### src/rtl/msk_muxn_skid.sv
// msk_muxn_skid: share-wise N:1 mux for masked channels feeding a registered skid buffer.
// out_data is driven straight from the main register; the skid register absorbs one beat of backpressure.
module msk_muxn_skid #(
    parameter int d     = 2,
    parameter int count = 8,
    parameter int N     = 4,
    parameter int SELW  = $clog2(N)
) (
    input  logic                  clk,
    input  logic                  rst_n,
    input  logic                  in_valid,
    output logic                  in_ready,
    input  logic [SELW-1:0]       sel,
    input  logic [N*count*d-1:0]  in_data,
    output logic                  out_valid,
    input  logic                  out_ready,
    output logic [count*d-1:0]    out_data,
    output logic [SELW-1:0]       out_sel
);
    localparam int W = count * d;

    typedef enum logic [1:0] {EMPTY, ONE, FULL} state_t;

    state_t          r_state, w_state_nxt;
    logic [W-1:0]    r_m_data, r_s_data, w_mux;
    logic [SELW-1:0] r_m_sel, r_s_sel;
    logic            r_in_ready, w_acc, w_con, w_load_m, w_load_s, w_m_from_s;

    // Whole-slice select keeps every share bit in its own lane; out-of-range channels read as zero.
    assign w_mux = (int'(sel) < N) ? in_data[int'(sel)*W +: W] : '0;
    assign w_acc = in_valid & r_in_ready;
    assign w_con = (r_state != EMPTY) & out_ready;

    always_comb begin
        w_state_nxt = r_state;
        w_load_m    = 1'b0;
        w_load_s    = 1'b0;
        w_m_from_s  = 1'b0;
        case (r_state)
            EMPTY: begin
                w_state_nxt = w_acc ? ONE : EMPTY;
                w_load_m    = w_acc;
            end
            ONE: begin
                w_state_nxt = (w_acc && !w_con) ? FULL : (!w_acc && w_con) ? EMPTY : ONE;
                w_load_m    = w_acc & w_con;
                w_load_s    = w_acc & ~w_con;
            end
            FULL: begin
                w_state_nxt = w_con ? ONE : FULL;
                w_m_from_s  = w_con;
            end
            default: w_state_nxt = EMPTY;
        endcase
    end

    always_ff @(posedge clk) begin
        if (!rst_n) begin
            r_state    <= EMPTY;
            r_in_ready <= 1'b0;
            r_m_data   <= '0;
            r_m_sel    <= '0;
            r_s_data   <= '0;
            r_s_sel    <= '0;
        end else begin
            r_state    <= w_state_nxt;
            r_in_ready <= (w_state_nxt != FULL);
            if (w_load_m) begin
                r_m_data <= w_mux;
                r_m_sel  <= sel;
            end else if (w_m_from_s) begin
                r_m_data <= r_s_data;
                r_m_sel  <= r_s_sel;
            end
            if (w_load_s) begin
                r_s_data <= w_mux;
                r_s_sel  <= sel;
            end
        end
    end

    assign in_ready  = r_in_ready;
    assign out_valid = (r_state != EMPTY);
    assign out_data  = r_m_data;
    assign out_sel   = r_m_sel;
endmodule
### config.mk
export PLATFORM = sky130hd
export DESIGN_NAME = msk_muxn_skid
export DESIGN_NICKNAME = d
export VERILOG_FILES = /design/src/rtl/msk_muxn_skid.sv
export SDC_FILE = /design/constraint.sdc
export NUM_CORES = 1
export LEC_CHECK = 0
export CORE_UTILIZATION = 67
export DETAILED_ROUTE_END_ITERATION = 16
export DONT_BUFFER_PORTS = 1
export HOLD_SLACK_MARGIN = 0.12
export PLACE_DENSITY_LB_ADDON = 0.25
export SETUP_SLACK_MARGIN = 0.1
export SYNTH_ARGS = -nofsm -noshare
export SYNTH_HDL_FRONTEND = slang
export SYNTH_SLANG_ARGS = --single-unit
### constraint.sdc
create_clock -name clk -period 3.5 [get_ports clk]
set_input_delay 1.05 -clock clk [delete_from_list [all_inputs] [get_ports clk]]
set_output_delay 1.05 -clock clk [all_outputs]
set_load 0.02 [all_outputs]
# After elaboration in Yosys (flattened, before gate mapping)
# Cells that the tools add are included.
# Widths: inputs -> output; s select.
classes:
  eq_ne: 3
  n_shift: 1
  mux: 12
  bitwise_logic: 5
  reduce_logical: 7
op_table:
  columns: ["cell", "count"]
  rows:
  - ["$shiftx 64x7->16", 1]
  - ["$mux 16", 2]
  - ["$mux 2", 4]
  - ["$pmux 2 s3", 1]
  - ["$and 1x1->1", 4]
  - ["$mux 1", 4]
  - ["$reduce_bool 2->1", 2]
  - ["$eq 2x1->1 const B", 1]
  - ["$eq 2x2->1 const B", 1]
  - ["$logic_and 1x1->1", 2]
  - ["$logic_not 1->1", 2]
  - ["$logic_not 2->1", 1]
  - ["$ne 2x2->1 const B", 1]
  - ["$pmux 1 s2", 1]
  - ["$not 1->1", 1]
word_totals:
  ff_bits: 39
  in_bits: 70
  out_inout_bits: 20
  word_cells: 34

# Longest topological paths before layout
# Gate-level depths: netlist of run 1.
depth:
  depth_word: 7
  mapped_depth: 6

# Least setup slack after synthesis of run 1
# Ideal clock, no wire load.
synth_path:
  path_kind: "input to register"
  from: "input sel[0]"
  to: "register r_m_data[11], in the netlist out_data[11]"
  setup_time_ps: 128
  arrival_time_ps: 1954
  slack_ps: 1417
  path_stages: 5
  path_cell_list: "buf_6 > buf_12 > mux4_2 > nand2_1 > o21ai_1"
synth_via:
  elab_chain_len: 2
synth_rtl:
  columns: ["item", "line_no", "rtl"]
  rows:
  - ["from (decl)", "13", "input logic [SELW-1:0] sel,"]
  - ["$shiftx 64x7->16", "30", "assign w_mux = (int'(sel) < N) ? in_data[int'(sel)*W +: W] : '0;"]
  - ["$mux 16", "68", "if (w_load_m) begin"]
  - ["to (signal assigned)", "69", "r_m_data <= w_mux;"]
  - ["to (signal assigned)", "72", "r_m_data <= r_s_data;"]
  - ["to (decl)", "25", "logic [W-1:0] r_m_data, r_s_data, w_mux;"]
# Every way passes these cells.
# A chain may end at the register's enable or synchronous reset.

# Worst setup path after layout of run 1
layout_path:
  from: "register r_state[0]"
  to: "output out_valid"
layout_via:
  elab_chain_len: 1
layout_rtl:
  columns: ["item", "line_no", "rtl"]
  rows:
  - ["from (decl)", "24", "state_t r_state, w_state_nxt;"]
  - ["from (signal assigned)", "66", "r_state <= w_state_nxt;"]
  - ["$reduce_bool 2->1", "83", "assign out_valid = (r_state != EMPTY);"]
  - ["to (decl)", "15", "output logic out_valid,"]
# Every way passes these cells.

==> summary by stage, run 1 <==
Logic synthesis
The area share of the largest cell type after synthesis is 39.3%. The total of flip-flops plus latches after synthesis is 39. In the synthesized netlist the dominant register cell turns out to be sky130_fd_sc_hd__dfxtp_1. The number of instances in the synthesized netlist is 195.

In this run the mean area of a mapped cell was 10.2 µm². Sorting the synthesized cells by how often they occur yields sky130_fd_sc_hd__nand2_1, sky130_fd_sc_hd__dfxtp_1, sky130_fd_sc_hd__o21ai_1. The most instantiated library cell after synthesis is sky130_fd_sc_hd__nand2_1. Ranked by total cell area, the synthesized netlist is headed by sky130_fd_sc_hd__dfxtp_1, sky130_fd_sc_hd__mux4_2, sky130_fd_sc_hd__nand2_1. Yosys mapped a number of flops with a built-in enable equal to 0.

Synthesis instantiated 32 different standard cells from the library. Synthesis produced a netlist with a net count of 265. The number of warnings printed during yosys synthesis is 0.

The cell area that synthesis handed to floorplanning was 1980 µm². The sequential cell area fraction in the yosys report is 39.3%. The largest total area in the synthesized netlist belongs to sky130_fd_sc_hd__dfxtp_1.

For this run, asynchronously set or reset flops after synthesis account for 0%.

Placed design
Detailed placement finished with a half-perimeter wire length of 3040 µm. Once placement finished, the instance area stood at 1930 µm². The final weighted congestion in routability-driven placement is 0.715. During placement, the flow inserted port buffers numbering 0.

Global route
Entering global routing, the biggest net connects 33 pins. Across every metal layer, demand over resource in global routing totals 28.4%. Global routing finished with a remaining overflow of 0. The number of global-route vias before repair is 1533. The number of antenna violations at the first check in global routing is 0.

The wire length of the first global-routing pass is 6800 µm.

Route
The number of vias per cell is 6.67. For this block, the via count after detailed routing is 1480. In this run the remaining antenna-violating nets after routing total 0.

The wire length per cell is 19.0 µm. In the routed design, unresolved DRC markers number 0. The number of iterations in the first detailed-routing pass is 4. The first routing iteration left 43 violations. Wires add up to 4230 µm.

Min path
In this run the most critical hold path is launched from r_s_data[9]. The worst hold path belongs to the class reg -> reg.

Timing
The worst hold slack is 0.459 ns. The hold violation count in the final report was 0. Setup repair after global routing left no endpoint under its margin.

The share of the cycle needed by the critical path after routing is 61.0%. The max-slew violation total from the final report was 0. The actual slew at the worst max-slew pin is 0.494 ns.

The achievable clock frequency is 469 MHz. The worst-case clock skew is 0.00899 ns. Headroom to the max-slew limit came out at 67.1%. The routed design could run at a clock period as short as 2.13 ns. The number of setup violations in the final report is 0. The setup TNS is 0 ns.

CTS
For the worst-skew pair, the clock arrives at the later sink with an insertion delay of 0.35 ns. The buffer count from post-CTS setup fixing is 0. Clock tree synthesis inserted a total of 5 buffers. The clock tree from TritonCTS is done.

The count of cells resized by post-cts repair is 0. The clock tree synthesis step divided the H-tree into 2 levels. The buffer levels on the longest clock path is 2. After clock tree synthesis, the clock-pin slew on the worst setup and hold paths is 0.11 ns. The tree built by TritonCTS fans out to 39 sinks. The clock root buffer is sky130_fd_sc_hd__clkbuf_4. The cts-stage hold buffer count is 0.

Final layout
The sequential cells in the finished layout cover a total of 781 µm². The net count of the finished layout is 260. Of the cells placed in the final design, the portion with a size suffix greater than 1 is 16.2%. The relative area change from synthesis to final layout is 1.39%.

The number of diodes is 0. The multi-input gate area in the final layout is 1100 µm². Once layout is done, the placed cells without fillers occupy 2010 µm².

Counting the fill cells in the layout gives 202.

Critical path
For flop-to-flop paths, the worst setup slack is 1.85 ns. The critical path goes through or2_2. In this run the critical register-to-register path is launched from r_state[0].

STA puts the critical path data required time at 2.45 ns. The library cell contributing the largest single delay on the critical path is sky130_fd_sc_hd__dfxtp_1. The worst setup path is of the reg -> out kind. The worst register-to-register path has a depth of 5. In this run the critical register-to-register path is captured at out_data[1]. The largest delay contributor family on the critical path is flip-flops. The largest stage delay on the critical path is 0.37 ns. STA classifies the critical path endpoint as an output port.

Together, buffers and inverters on the worst path number 0. Tracing the worst setup path back leads to its startpoint at r_state[0]. The worst setup path is launched from a register. The path length in cells of the critical path is 1. The maximum net fanout on the critical path is 6.

The critical path data arrival time is 1.08 ns. The critical path capture point is out_valid.

Status
The run finished with clean final reports.

Floorplanning
The initial core utilization is 71.3%. After floorplanning, the core was sized to cover 2780 µm². In this run the count of I/O pins placed on the die edge is 90. After floorplanning, the core was divided into 19 placement rows.

The die extent in y is 56.4 µm. The area enclosed by the die boundary is 3180 µm². The die width is 56.4 µm.

Power
The peak ir drop on the vdd network is 0.000505 V. The analysis attributes to cell leakage a power of 0.671 nW. The power density of the placed cells is 444 nW/µm².

Job
Max-cap violations in this run came to 0.
-- area by class of cell --
type	instances	area share, %
clock buffers	6	2.55
clock inverters	2	1.74
multi-input cells	143	54.6
flip-flops and latches	39	38.8
well taps	31	1.93
repair buffers	1	0.373
-- power breakdown --
| part | internal, mW | leakage (nW) | switching (mW) |
|---|---|---|---|
| Sequential | 0.460 | 0.317 | 0.0274 |
| Combinational | 0.0491 | 0.305 | 0.0377 |
| Clock | 0.169 | 0.0482 | 0.151 |
-- how the worst min path moves through the flow --
stage                     slack (ns)  cells past startpoint           end
after floorplan                 0.43                      2  r_s_data[11]
after global placement          0.44                      2  r_s_data[12]
after detailed placement        0.44                      2  r_s_data[11]
after CTS                       0.46                      2  r_s_data[11]
after global routing            0.48                      2   r_s_data[7]
final                           0.46                      2   r_s_data[9]
-- metal layers --
metal,wire length [µm],GRT usage (%)
met3,407,11.1
met4,93,15.0
met2,2080,47.1
met1,1650,31.2
met5,0,0
-- cells in the final DEF (no fill, tap or decap) --
master,count
sky130_fd_sc_hd__nand2_1,51
sky130_fd_sc_hd__dfxtp_1,39
sky130_fd_sc_hd__o21ai_1,24
sky130_fd_sc_hd__mux4_2,15
sky130_fd_sc_hd__mux2i_1,14
sky130_fd_sc_hd__a22oi_1,8
sky130_fd_sc_hd__a21boi_1,8
sky130_fd_sc_hd__clkbuf_4,5
sky130_fd_sc_hd__nor2b_1,3
sky130_fd_sc_hd__and2_1,2
sky130_fd_sc_hd__o21ai_0,2
sky130_fd_sc_hd__or2_2,1
sky130_fd_sc_hd__nand2b_1,1
sky130_fd_sc_hd__nand3b_1,1
sky130_fd_sc_hd__nor2_4,1
sky130_fd_sc_hd__and2b_1,1
sky130_fd_sc_hd__and3b_2,1
sky130_fd_sc_hd__and3_4,1
sky130_fd_sc_hd__and3b_1,1
sky130_fd_sc_hd__nor2_2,1
sky130_fd_sc_hd__a21oi_4,1
sky130_fd_sc_hd__a21oi_1,1
sky130_fd_sc_hd__o22ai_1,1
sky130_fd_sc_hd__o21ai_2,1
sky130_fd_sc_hd__and3_1,1
sky130_fd_sc_hd__nor2_1,1
sky130_fd_sc_hd__mux4_1,1
sky130_fd_sc_hd__clkinv_2,1
sky130_fd_sc_hd__clkbuf_8,1
sky130_fd_sc_hd__bufinv_16,1
sky130_fd_sc_hd__buf_4,1
-- sequential cells by signal, indices dropped and copies added (netlist names) --
| register | cells |
|---|---|
| out_data | 16 |
| r_s_data | 16 |
| out_sel | 2 |
| r_s_sel | 2 |
| r_state | 2 |
| in_ready | 1 |
-- through the flow --
step	instances	total power, mW	setup slack (ns)	util [%]
after detailed placement	214	0.584	1.23	69.2
after floorplan	195	0.585	1.42	-
final	222	0.894	1.37	72.3
after global routing	222	0.929	1.32	72.3
after global placement	214	0.581	1.27	69.2
after CTS	222	0.899	1.35	72.3
-- cell families after synthesis --
| family | Yosys count | synth area share, % |
|---|---|---|
| multiplexers | 30 | 25.4 |
| AND/OR/NAND/NOR | 67 | 15.5 |
| flip-flops | 39 | 39.3 |
| buffers and inverters | 13 | 5.30 |
| AO/OA/AOI/OAI | 46 | 14.4 |
Power figures use the tool's default switching activity.
==> run 2: changes to the inputs <==
--- a/config.mk
+++ b/config.mk
@@ -5,7 +5,7 @@
 export SDC_FILE = /design/constraint.sdc
 export NUM_CORES = 1
 export LEC_CHECK = 0
-export CORE_UTILIZATION = 67
+export CORE_UTILIZATION = 62
 export DETAILED_ROUTE_END_ITERATION = 16
 export DONT_BUFFER_PORTS = 1
 export HOLD_SLACK_MARGIN = 0.12
==> constraint.sdc (replaced) <==
create_clock -name clk -period 2.1 [get_ports clk]
set_input_delay 0.63 -clock clk [delete_from_list [all_inputs] [get_ports clk]]
set_output_delay 0.63 -clock clk [all_outputs]
set_load 0.02 [all_outputs]
==> run 2 against run 1 <==
Clock-buffer cell count stayed put. Setup slack worse by 0.99 ns. Wire length is 0.45% lower. Utilization is 6.6 points lower. Largest cell class unchanged. Power is 50% higher. Sequential power is 67% higher. Cell count is 5.9% higher. First-iteration DRC count grew to 3.1 times the previous value. Global-route usage is 2.2 points lower. Clock power is 22% higher. Cell area is 0.31% lower.
==> summary by stage, run 2 (synthesized netlist as in run 1, its figures left out) <==
Timing
The share of the cycle needed by the critical path after routing is 81.9%. The clock period minus final worst setup slack is 1.72 ns. The worst setup margin was 0.379 ns (-0.987 ns). Timing would allow up to 581 MHz.

The actual slew at the worst max-slew pin came to 0.499 ns (+0.00497 ns). Setup repair after global routing left no endpoint under its margin. The worst-case clock skew is 0.00588 ns (-0.00311 ns). The setup TNS is 0 ns (unchanged). The worst hold slack is 0.405 ns (-0.0545 ns). The worst-case headroom to the max-slew limit is 66.7% (-0.34 points). The max-slew violation total from the final report came to 0 (unchanged). The number of setup violations in the final report is 0 (unchanged). The hold violation count in the final report was 0 (unchanged).

Critical path
The slowest stage of the critical path belongs to the cell sky130_fd_sc_hd__dfxtp_1. STA classifies the critical path endpoint as an output port. Traced cell by cell, the critical path runs through or2_2. The kind of launch point of the worst setup path is a register. The required time of the critical path is 1.47 ns (-0.98 ns). The largest delay contributor family on the critical path is flip-flops. The critical path data arrival time came to 1.09 ns (about the same). The critical path is of the reg -> out type. The largest stage delay on the critical path is 0.37 ns (about the same). The buffer and inverter count on the worst path is 0 (unchanged). The maximum net fanout on the critical path is 6 (unchanged).

Power
The total power consumption of the routed design is 1.35 mW (+50%). The sequential share of power is 60.4% (+5.8 points). The net switching power was 0.341 mW (+58%). The peak ir drop on the vdd network is 0.000371 V (-26%). The relative contribution of the clock network to total power came to 28.9% (-6.8 points). The static leakage came to 0.662 nW (-1.3%). The combinational group share of total power is 10.7% (+1.0 points). The internal power of the cells is 1.00 mW (+48%). The power density of the placed cells is 671 nW/µm² (+51%). The switching share of total power was 25.3% (+1.2 points).

Global route
The wire length of the first global-routing pass is 6620 µm (-2.6%). The remaining global-route overflow is 0 (unchanged). The number of global-route vias before repair is 1491 (-2.7%). The overall global routing resource usage is 26.2% (-2.2 points). The pin count of the biggest net entering global routing is 33 (unchanged). The number of antenna violations at the first check in global routing came to 0 (unchanged).

Placed design
The post-detailed-placement half-perimeter wirelength was 3040 µm (about the same). The worst slack at placement is 0.390 ns (-0.840 ns). The number of buffers added on ports came to 0 (unchanged). The final weighted congestion in routability-driven placement is 0.793 (+11%). The placed standard-cell area is 1950 µm² (+1.2%).

Final layout
In the layout the commonest cells are sky130_fd_sc_hd__nand2_1, sky130_fd_sc_hd__dfxtp_1, sky130_fd_sc_hd__o21ai_1. The most frequent standard cell in the layout excluding fill and tap cells is sky130_fd_sc_hd__nand2_1. The post-route cell area is 2010 µm² (-0.31%).

The relative area change from synthesis to final layout is 1.07%. The final net count is 261 (+0.38%). The fraction of layout cells with a size suffix above 1 is 16.2% (unchanged). The number of diodes was 0 (unchanged).

CTS
The cts-stage hold buffer count is 0 (unchanged). The clock network latency to the later pin of the worst-skew pair is 0.34 ns (about the same). The clock buffer count from CTS is 5 (unchanged). The clock sink count was 39 (unchanged). Clock tree synthesis selected as its root buffer the cell sky130_fd_sc_hd__clkbuf_4.

The H-tree depth reported by CTS is 2 (unchanged). The buffer levels on the longest clock path came to 2 (unchanged). The clock-pin transition on the worst setup and hold timing paths is 0.11 ns (about the same). TritonCTS built the clock tree. The buffer count from post-CTS setup fixing came to 0 (unchanged). The count of cells resized by post-cts repair came to 0 (unchanged).

Floorplanning
The initial core utilization is 65.0% (-6.3 points). The area enclosed by the die boundary came to 3430 µm² (+7.8%). The total number of placement rows was 20 (+1).

The die width is 58.6 µm (+3.8%). The number of top-level design ports is 90 (unchanged). The die extent in y is 58.6 µm (+3.8%). The placeable core region is 3050 µm² (+9.8%).

Route
The wire length per cell came to 17.9 µm (-6.0%). The number of vias per cell came to 6.29 (-5.6%). The number of DRC violations after detailed-routing iteration 0 is 134 (+210%).

The number of iterations in the first detailed-routing pass was 5 (+1). The total number of vias is 1479 (-0.068%). The count of nets left with antenna violations after detail routing is 0 (unchanged). The total DRC errors in the routed layout was 0 (unchanged). The detailed-route wire length is 4210 µm (-0.45%).

Status
The flow ran to the end, and the final reports show no timing, DRC or antenna violations.

Min path
The worst hold path belongs to the class in -> reg.

Job
The number of max-cap violations was 0 (unchanged).
## run 2: per-layer routing
layer	wire (µm)	vias up	global-route usage (%)
li1	-	690	-
met1	1610	700	31.9
met2	2140	77	43.7
met3	374	12	8.79
met4	86	0	9.18
met5	0	-	0
## run 2: final timing paths
kind	startpoint	end	slack [ns]	depth (start not counted)
hold / removal	rst_n	r_state[1]	0.40	1
hold reg to reg	r_s_data[5]	r_s_data[5]	0.46	2
setup reg to reg	in_ready	r_s_sel[1]	0.55	4
setup / recovery	r_state[0]	out_valid	0.38	1
## run 2: cell type report
| class | count | area (µm²) |
|---|---|---|
| repair buffers | 2 | 15.0 |
| clock inverters | 1 | 5.00 |
| flip-flops and latches | 39 | 781 |
| multi-input cells | 143 | 1100 |
| clock buffers | 6 | 51.3 |
| well taps | 44 | 55.1 |
| fillers | 260 | 1050 |
## run 2: power groups by stage
stage / Combinational (mW) / Sequential (mW) / Clock, mW
floorplan: 0.151 / 0.824 / 0
global placement: 0.139 / 0.829 / 0
detailed placement: 0.144 / 0.830 / 0
CTS: 0.145 / 0.813 / 0.393
global route: 0.156 / 0.817 / 0.427
finish: 0.144 / 0.813 / 0.389
## run 2: metrics by stage
stage	util, %	instances
2_1_floorplan	-	195
3_3_place_gp	63.9	228
3_5_place_dp	63.9	228
4_1_cts	65.7	235
5_1_grt	65.7	235
6_report	65.7	235
